[src/rtl/mux_operand_fifo.sv]
// Operand FIFO ahead of the mux tree: buffers {sel,a,b,c} bundles between a
// valid/ready producer and the mux-tree consumer, with synchronous flush.
module mux_operand_fifo #(
   parameter int WIDTH = 4,
   parameter int DEPTH = 4
) (
   input  logic                       clk,
   input  logic                       rst_n,
   input  logic                       flush,
   input  logic                       in_valid,
   output logic                       in_ready,
   input  logic                       in_sel,
   input  logic [WIDTH-1:0]           in_a,
   input  logic [WIDTH-1:0]           in_b,
   input  logic [WIDTH-1:0]           in_c,
   output logic                       out_valid,
   input  logic                       out_ready,
   output logic                       out_sel,
   output logic [WIDTH-1:0]           out_a,
   output logic [WIDTH-1:0]           out_b,
   output logic [WIDTH-1:0]           out_c,
   output logic [$clog2(DEPTH+1)-1:0] count
);

   localparam int AW = $clog2(DEPTH);
   localparam int CW = $clog2(DEPTH+1);
   localparam int BW = 3*WIDTH + 1;

   logic [BW-1:0] mem [DEPTH];
   logic [AW-1:0] wr_ptr;
   logic [AW-1:0] rd_ptr;
   logic          push;
   logic          pop;

   // Ready comes from the registered count only: a same-cycle pop never frees a full slot.
   assign in_ready  = (count < CW'(DEPTH));
   assign out_valid = (count != '0);
   assign push      = in_valid & in_ready;
   assign pop       = out_valid & out_ready;

   assign {out_sel, out_a, out_b, out_c} = mem[rd_ptr];

   always_ff @(posedge clk or negedge rst_n) begin
      if (!rst_n) begin
         wr_ptr <= '0;
         rd_ptr <= '0;
         count  <= '0;
         for (int i = 0; i < DEPTH; i++) begin
            mem[i] <= '0;
         end
      end else if (flush) begin
         // Storage is left as-is; only the bookkeeping is cleared.
         wr_ptr <= '0;
         rd_ptr <= '0;
         count  <= '0;
      end else begin
         if (push) begin
            mem[wr_ptr] <= {in_sel, in_a, in_b, in_c};
            wr_ptr      <= wr_ptr + AW'(1);
         end
         if (pop) begin
            rd_ptr <= rd_ptr + AW'(1);
         end
         case ({push, pop})
            2'b10:   count <= count + CW'(1);
            2'b01:   count <= count - CW'(1);
            default: count <= count;
         endcase
      end
   end

endmodule

[config.mk]
export PLATFORM = sky130hd
export DESIGN_NAME = mux_operand_fifo
export DESIGN_NICKNAME = d
export VERILOG_FILES = /design/src/rtl/mux_operand_fifo.sv
export SDC_FILE = /design/constraint.sdc
export NUM_CORES = 1
export LEC_CHECK = 0
export ABC_AREA = 1
export CAP_MARGIN = 30
export CORE_MARGIN = 2
export CORE_UTILIZATION = 55
export DETAILED_ROUTE_END_ITERATION = 16
export PLACE_DENSITY_LB_ADDON = 0.2
export SLEW_MARGIN = 20
export SYNTH_ARGS = -nofsm -noshare
export SYNTH_HDL_FRONTEND = slang
export SYNTH_SLANG_ARGS = --single-unit
[constraint.sdc]
create_clock -name clk -period 2.2 [get_ports clk]
set_clock_uncertainty 0.15 [all_clocks]
set_input_delay 0.55 -clock clk [delete_from_list [all_inputs] [get_ports clk]]
set_output_delay 0.55 -clock clk [all_outputs]
set_load 0.05 [all_outputs]
==> results.json, run 1 <==
{
  "min_from": "mem[30]",
  "finalSetupViolations": 0,
  "hpwl_um": 3750,
  "grt_overflow": 0,
  "cap_violations": 0,
  "synth.area.top_cells": "dfrtp_1, nand2_1, o21ai_1, o21ai_0, nor2_1",
  "holdPathEnd": "mem[30]",
  "grt_pass1_wl_um": 10000,
  "place_area_um2": 3250,
  "final_util_pct": 73.6,
  "setup_ws_ns": 0.0290,
  "r2r-end": "count[2]",
  "final_cell_mix": "nand2_1, dfrtp_1, o21ai_1, nor2_1, inv_1",
  "insertedDiodeCount": 0,
  "cts.clk_slew.worst_paths_ns": 0.06,
  "cts_buffers": 9,
  "syn_inst": 310,
  "min_period_over_period_pct": 98.7,
  "antenna_found_initial": 0,
  "postRouteAntennaNets": 0,
  "ys_warn_count": 0,
  "synth.distinct_cells": 27,
  "rsz0062_at_grt": "true",
  "routedWlPerCell_um": 14.6,
  "critPathKind": "register to output pin",
  "cp.required_ns": 1.50,
  "startpoint_type": "register",
  "htreeDepth": 3,
  "timing.final.max_slew_violations": 0,
  "syn_avg_cell_area_um2": 9.01,
  "syn_nets": 333,
  "cellLeakagePower_nw": 1.75,
  "final_nets": 376,
  "grt_pass1_vias": 2111,
  "stdcell_count": 424,
  "final_common_cell": "nand2_1",
  "start_util_pct": 58.0,
  "cp-end-kind": "output pin",
  "synthesis.area_um2": 2790,
  "hold_viol": 0,
  "gp_congestion": 0.775,
  "r2r-start": "count[1]",
  "drc": 0,
  "ys_seq_elements": 59,
  "regToRegSetupSlack_ns": 0.43,
  "die_h_um": 75.3,
  "cts_buffer_depth": 2,
  "power_mw": 5.77,
  "hold_path_depth": 2,
  "cts_root_buffer": "clkbuf_8",
  "design_area_um2": 3540,
  "outcome": "completed",
  "min-delay-path-class": "register to register",
  "fillers": 378,
  "vias_per_cell": 5.29,
  "worst_pin_slew_ns": 0.340,
  "cts_sinks": 59,
  "slew_headroom_pct": 77.3,
  "grt_usage_pct": 24.3,
  "cp.arrival_ns": 1.47,
  "ioPinCount": 36,
  "vias": 2245,
  "row_count": 25,
  "insertion_delay_ns": 0.33,
  "cp_max_fo": 15,
  "cts_tree": "yes",
  "coreArea_um2": 4820,
  "fmax_mhz": 461,
  "yosysSeqAreaShare_pct": 52.8,
  "place_ws_ns": -0.0404,
  "yosysTopAreaCell": "dfrtp_1",
  "tns_ns": 0,
  "io_buffers": 35,
  "holdWs_ns": 0.330,
  "area_growth_pct": 26.9,
  "synth_top_cell_area_share_pct": 52.8,
  "drt_iter0_drc": 194,
  "layout_min_cycle_time_ns": 2.17,
  "peakVddDrop_mv": 0.909,
  "post_route_cells_drive_above_1_share_pct": 23.5,
  "r2r_cells": 8,
  "drt_wl_total_um": 6210,
  "power_density_nw_per_um2": 1630,
  "grt_max_degree": 36,
  "die_w_um": 75.3,
  "placedCellCount": 407,
  "drtPass1Iterations": 4,
  "dieArea_um2": 5670
}
==> critical path, stage by stage (launching register included) <==
cell and delay, ns:
dfrtp_1 0.41, inv_2 0.12, clkbuf_16 0.19, nor2_1 0.06
o22ai_2 0.18, buf_6 0.18
==> what timing repair did <==
item                       in CTS  in global routing
setup endpoints to repair       2                 13
gates cloned                    0                  1
setup buffers                   0                  0
gates resized for setup         2                 22
hold buffers                    1                  0
hold endpoints to repair       11                  0
==> routing by layer <==
layer  up-vias  routed length (um)  GRT usage, %  part of all wire, %
met2        67                2950          39.7                   48
met3        10                 365          6.69                  5.9
met5         -                   0             0                    0
met4         0                  87          9.16                  1.4
li1       1105                   -             -                    -
met1      1063                2810          31.3                   45
==> how the worst max path moves through the flow <==
stage / to / slack, ns / cells after the start / start
after detailed placement: count[2] / -0.04 / 8 / in_valid
after CTS: out_a[2] / 0.001 / 5 / rd_ptr[0]
final: out_b[3] / 0.03 / 5 / rd_ptr[0]
after global placement: count[2] / 0.008 / 8 / in_valid
after floorplan: count[2] / 0.06 / 8 / count[1]
after global routing: out_b[3] / -0.04 / 5 / rd_ptr[0]
==> report_power, final <==
group,internal (mW),leakage [nW],switching [mW]
Clock,0.693,0.115,0.417
Combinational,1.03,0.867,1.78
Sequential,1.56,0.763,0.289
==> kinds of logic (layout without fill, tap and decap cells) <==
family	Yosys count	count (layout)	share of synthesized area (%)
AO/OA/AOI/OAI	95	95	19.2
buffers and inverters	37	84	7.21
adder cells (fa/ha/maj)	5	5	2.51
AND/OR/NAND/NOR	114	114	18.3
flip-flops	59	59	52.8
==> synthesized netlist by cell type <==
cell type,n
o21bai_1,1
nor3_1,1
o21ai_0,27
o21ai_2,10
fa_1,1
nand2_1,68
nand3_2,1
nor2_8,1
nand3_1,1
a22o_1,1
dfrtp_1,59
o22ai_1,13
nor2_1,30
nor3b_1,1
inv_1,20
a21oi_1,1
nand3b_1,1
nand4_1,1
nor2_2,1
clkbuf_1,6
nand2_2,3
nand2_4,5
o21ai_1,42
buf_2,2
buf_6,8
inv_2,1
ha_1,4
==> registers in the layout, summed over array words and instances, names as in the netlist <==
register,cells
mem,52
rd_ptr,2
count,3
wr_ptr,2
==> cell type report <==
cell class              instances  area (um2)  share of cell area [%]
repair buffers                 48         477                    13.4
multi-input cells             214        1200                    33.9
clock inverters                 4        73.8                    2.08
well taps                      67        83.8                    2.36
clock buffers                  11         151                    4.27
flip-flops and latches         59        1480                    41.7
inverters                      21        81.3                    2.29
Note: power is estimated with default switching activity, not from simulation.
==> run 2, diff against run 1 <==
Settings changed: PLACE_DENSITY from default to 0.77, PLACE_DENSITY_LB_ADDON 0.2 to default.
==> results.json, run 2 (synthesis gave the netlist of run 1 again) <==
{
  "netSwitchingPower_mw": 2.47,
  "grt_usage_pct": 24.1,
  "drt_wl_total_um": 5990,
  "largest_register": "mem",
  "largest_reg_flops": 52,
  "row_count": 25,
  "grt_pass1_wl_um": 9990,
  "area_growth_pct": 25.4,
  "cap_violations": 0,
  "post_route_cells_drive_above_1_share_pct": 23.0,
  "holdBufCountCts": 0,
  "reg.largest.list": "mem x52, count x3",
  "fmax_mhz": 462,
  "vias_per_cell": 5.34,
  "finalSetupViolations": 0,
  "grt_overflow": 0,
  "drtPass1Iterations": 4,
  "final_common_cell": "nand2_1",
  "cts_root_buffer": "clkbuf_8",
  "grt_pass1_vias": 2091,
  "setup_ws_ns": 0.0359,
  "ioPinCount": 36,
  "cp.required_ns": 1.50,
  "start_util_pct": 58.0,
  "fillers": 399,
  "grt_max_degree": 27,
  "peakVddDrop_mv": 0.916,
  "critPathKind": "register to output pin",
  "slew_headroom_pct": 65.3,
  "combinationalPowerShare_pct": 49.6,
  "final_cell_mix": "nand2_1, dfrtp_1, o21ai_1, nor2_1, o21ai_0",
  "place_ws_ns": -0.0359,
  "swShare_pct": 44.1,
  "drt_iter0_drc": 99,
  "outcome": "completed",
  "antenna_found_initial": 0,
  "timing.final.max_slew_violations": 0,
  "cts_buffer_depth": 2,
  "die_w_um": 75.3,
  "seqPwrFrac_pct": 32.8,
  "startpoint_type": "register",
  "power_density_nw_per_um2": 1600,
  "cts_buffers": 9,
  "min_period_over_period_pct": 98.4,
  "coreArea_um2": 4820,
  "cts_tree": "yes",
  "htreeDepth": 3,
  "intPower_mw": 3.13,
  "cts.clk_slew.worst_paths_ns": 0.07,
  "drc": 0,
  "cp_max_fo": 13,
  "hpwl_um": 3760,
  "layout_min_cycle_time_ns": 2.16,
  "rsz0062_at_grt": "true",
  "die_h_um": 75.3,
  "postRouteAntennaNets": 0,
  "io_buffers": 35,
  "cp.arrival_ns": 1.46,
  "min-delay-path-class": "primary input to asynchronous set/reset pin",
  "final_nets": 374,
  "cts_sinks": 59,
  "hold_viol": 0,
  "cp-end-kind": "output pin",
  "routedWlPerCell_um": 14.2,
  "insertedDiodeCount": 0,
  "cellLeakagePower_nw": 1.72,
  "worst_pin_slew_ns": 0.521,
  "insertion_delay_ns": 0.33,
  "gp_congestion": 0.845,
  "clkPwrFrac_pct": 17.7,
  "final_util_pct": 72.7,
  "dieArea_um2": 5670,
  "vias": 2260
}
## run 2: path summary, 6_finish.rpt
check                           from       end  slack, ns  depth (start not counted)
max reg2reg                 count[1]  count[2]       0.46                          8
max                        rd_ptr[0]  out_c[1]       0.04                          5
min reg2reg                  mem[32]   mem[32]       0.33                          2
min in group clk             mem[32]   mem[32]       0.33                          2
max in group asynchronous      rst_n   mem[19]       1.37                          2
min                            rst_n    mem[4]       0.03                          1
## run 2: cell type report
| cell class | count | area, um2 | area share (%) |
|---|---|---|---|
| flip-flops and latches | 59 | 1480 | 42.2 |
| multi-input cells | 214 | 1200 | 34.2 |
| repair buffers | 46 | 460 | 13.1 |
| clock buffers | 10 | 138 | 3.93 |
| well taps | 67 | 83.8 | 2.39 |
| inverters | 21 | 81.3 | 2.32 |
| clock inverters | 6 | 65.1 | 1.86 |
## run 2: timing repair
action                     CTS  global route
hold endpoints to repair     0             0
buffers inserted             0             1
cloned                       0             0
gates resized for setup      2            13
setup endpoints to repair   13            13
## run 2: layer usage
metal  vias to the layer above  global-route usage [%]  routed length (um)
li1                       1114                       -                   -
met1                      1094                    31.8                2720
met2                        46                    39.4                2950
met3                         6                    7.23                 247
met4                         0                    6.43                  67
met5                         -                       0                   0
## run 2: per-stage QoR
stage	cells	area, um2	hold WS [ns]	TNS [ns]	power (mW)
2_1_floorplan	310	2880	0.104	0	3.78
3_3_place_gp	406	3240	0.311	0	4.41
3_5_place_dp	406	3240	0.313	-0.0359	4.48
4_1_cts	422	3450	0.0365	0	5.50
5_1_grt	423	3500	0.0452	-0.358	5.96
6_report	423	3500	0.0332	0	5.59
## run 2: critical path: stages, from the launching register on
cell and delay [ns]:
dfrtp_1 0.39, inv_1 0.12, buf_6 0.17, nor2_1 0.06
o22ai_2 0.20, buf_6 0.18
## run 2: power by group through the flow
| stage | Combinational [mW] | Sequential, mW | Clock [mW] |
|---|---|---|---|
| 2_1_floorplan | 1.92 | 1.86 | 0 |
| 3_3_place_gp | 2.59 | 1.83 | 0 |
| 3_5_place_dp | 2.64 | 1.84 | 0 |
| 4_1_cts | 2.66 | 1.83 | 1.01 |
| 5_1_grt | 3.01 | 1.89 | 1.06 |
| 6_report | 2.77 | 1.83 | 0.989 |
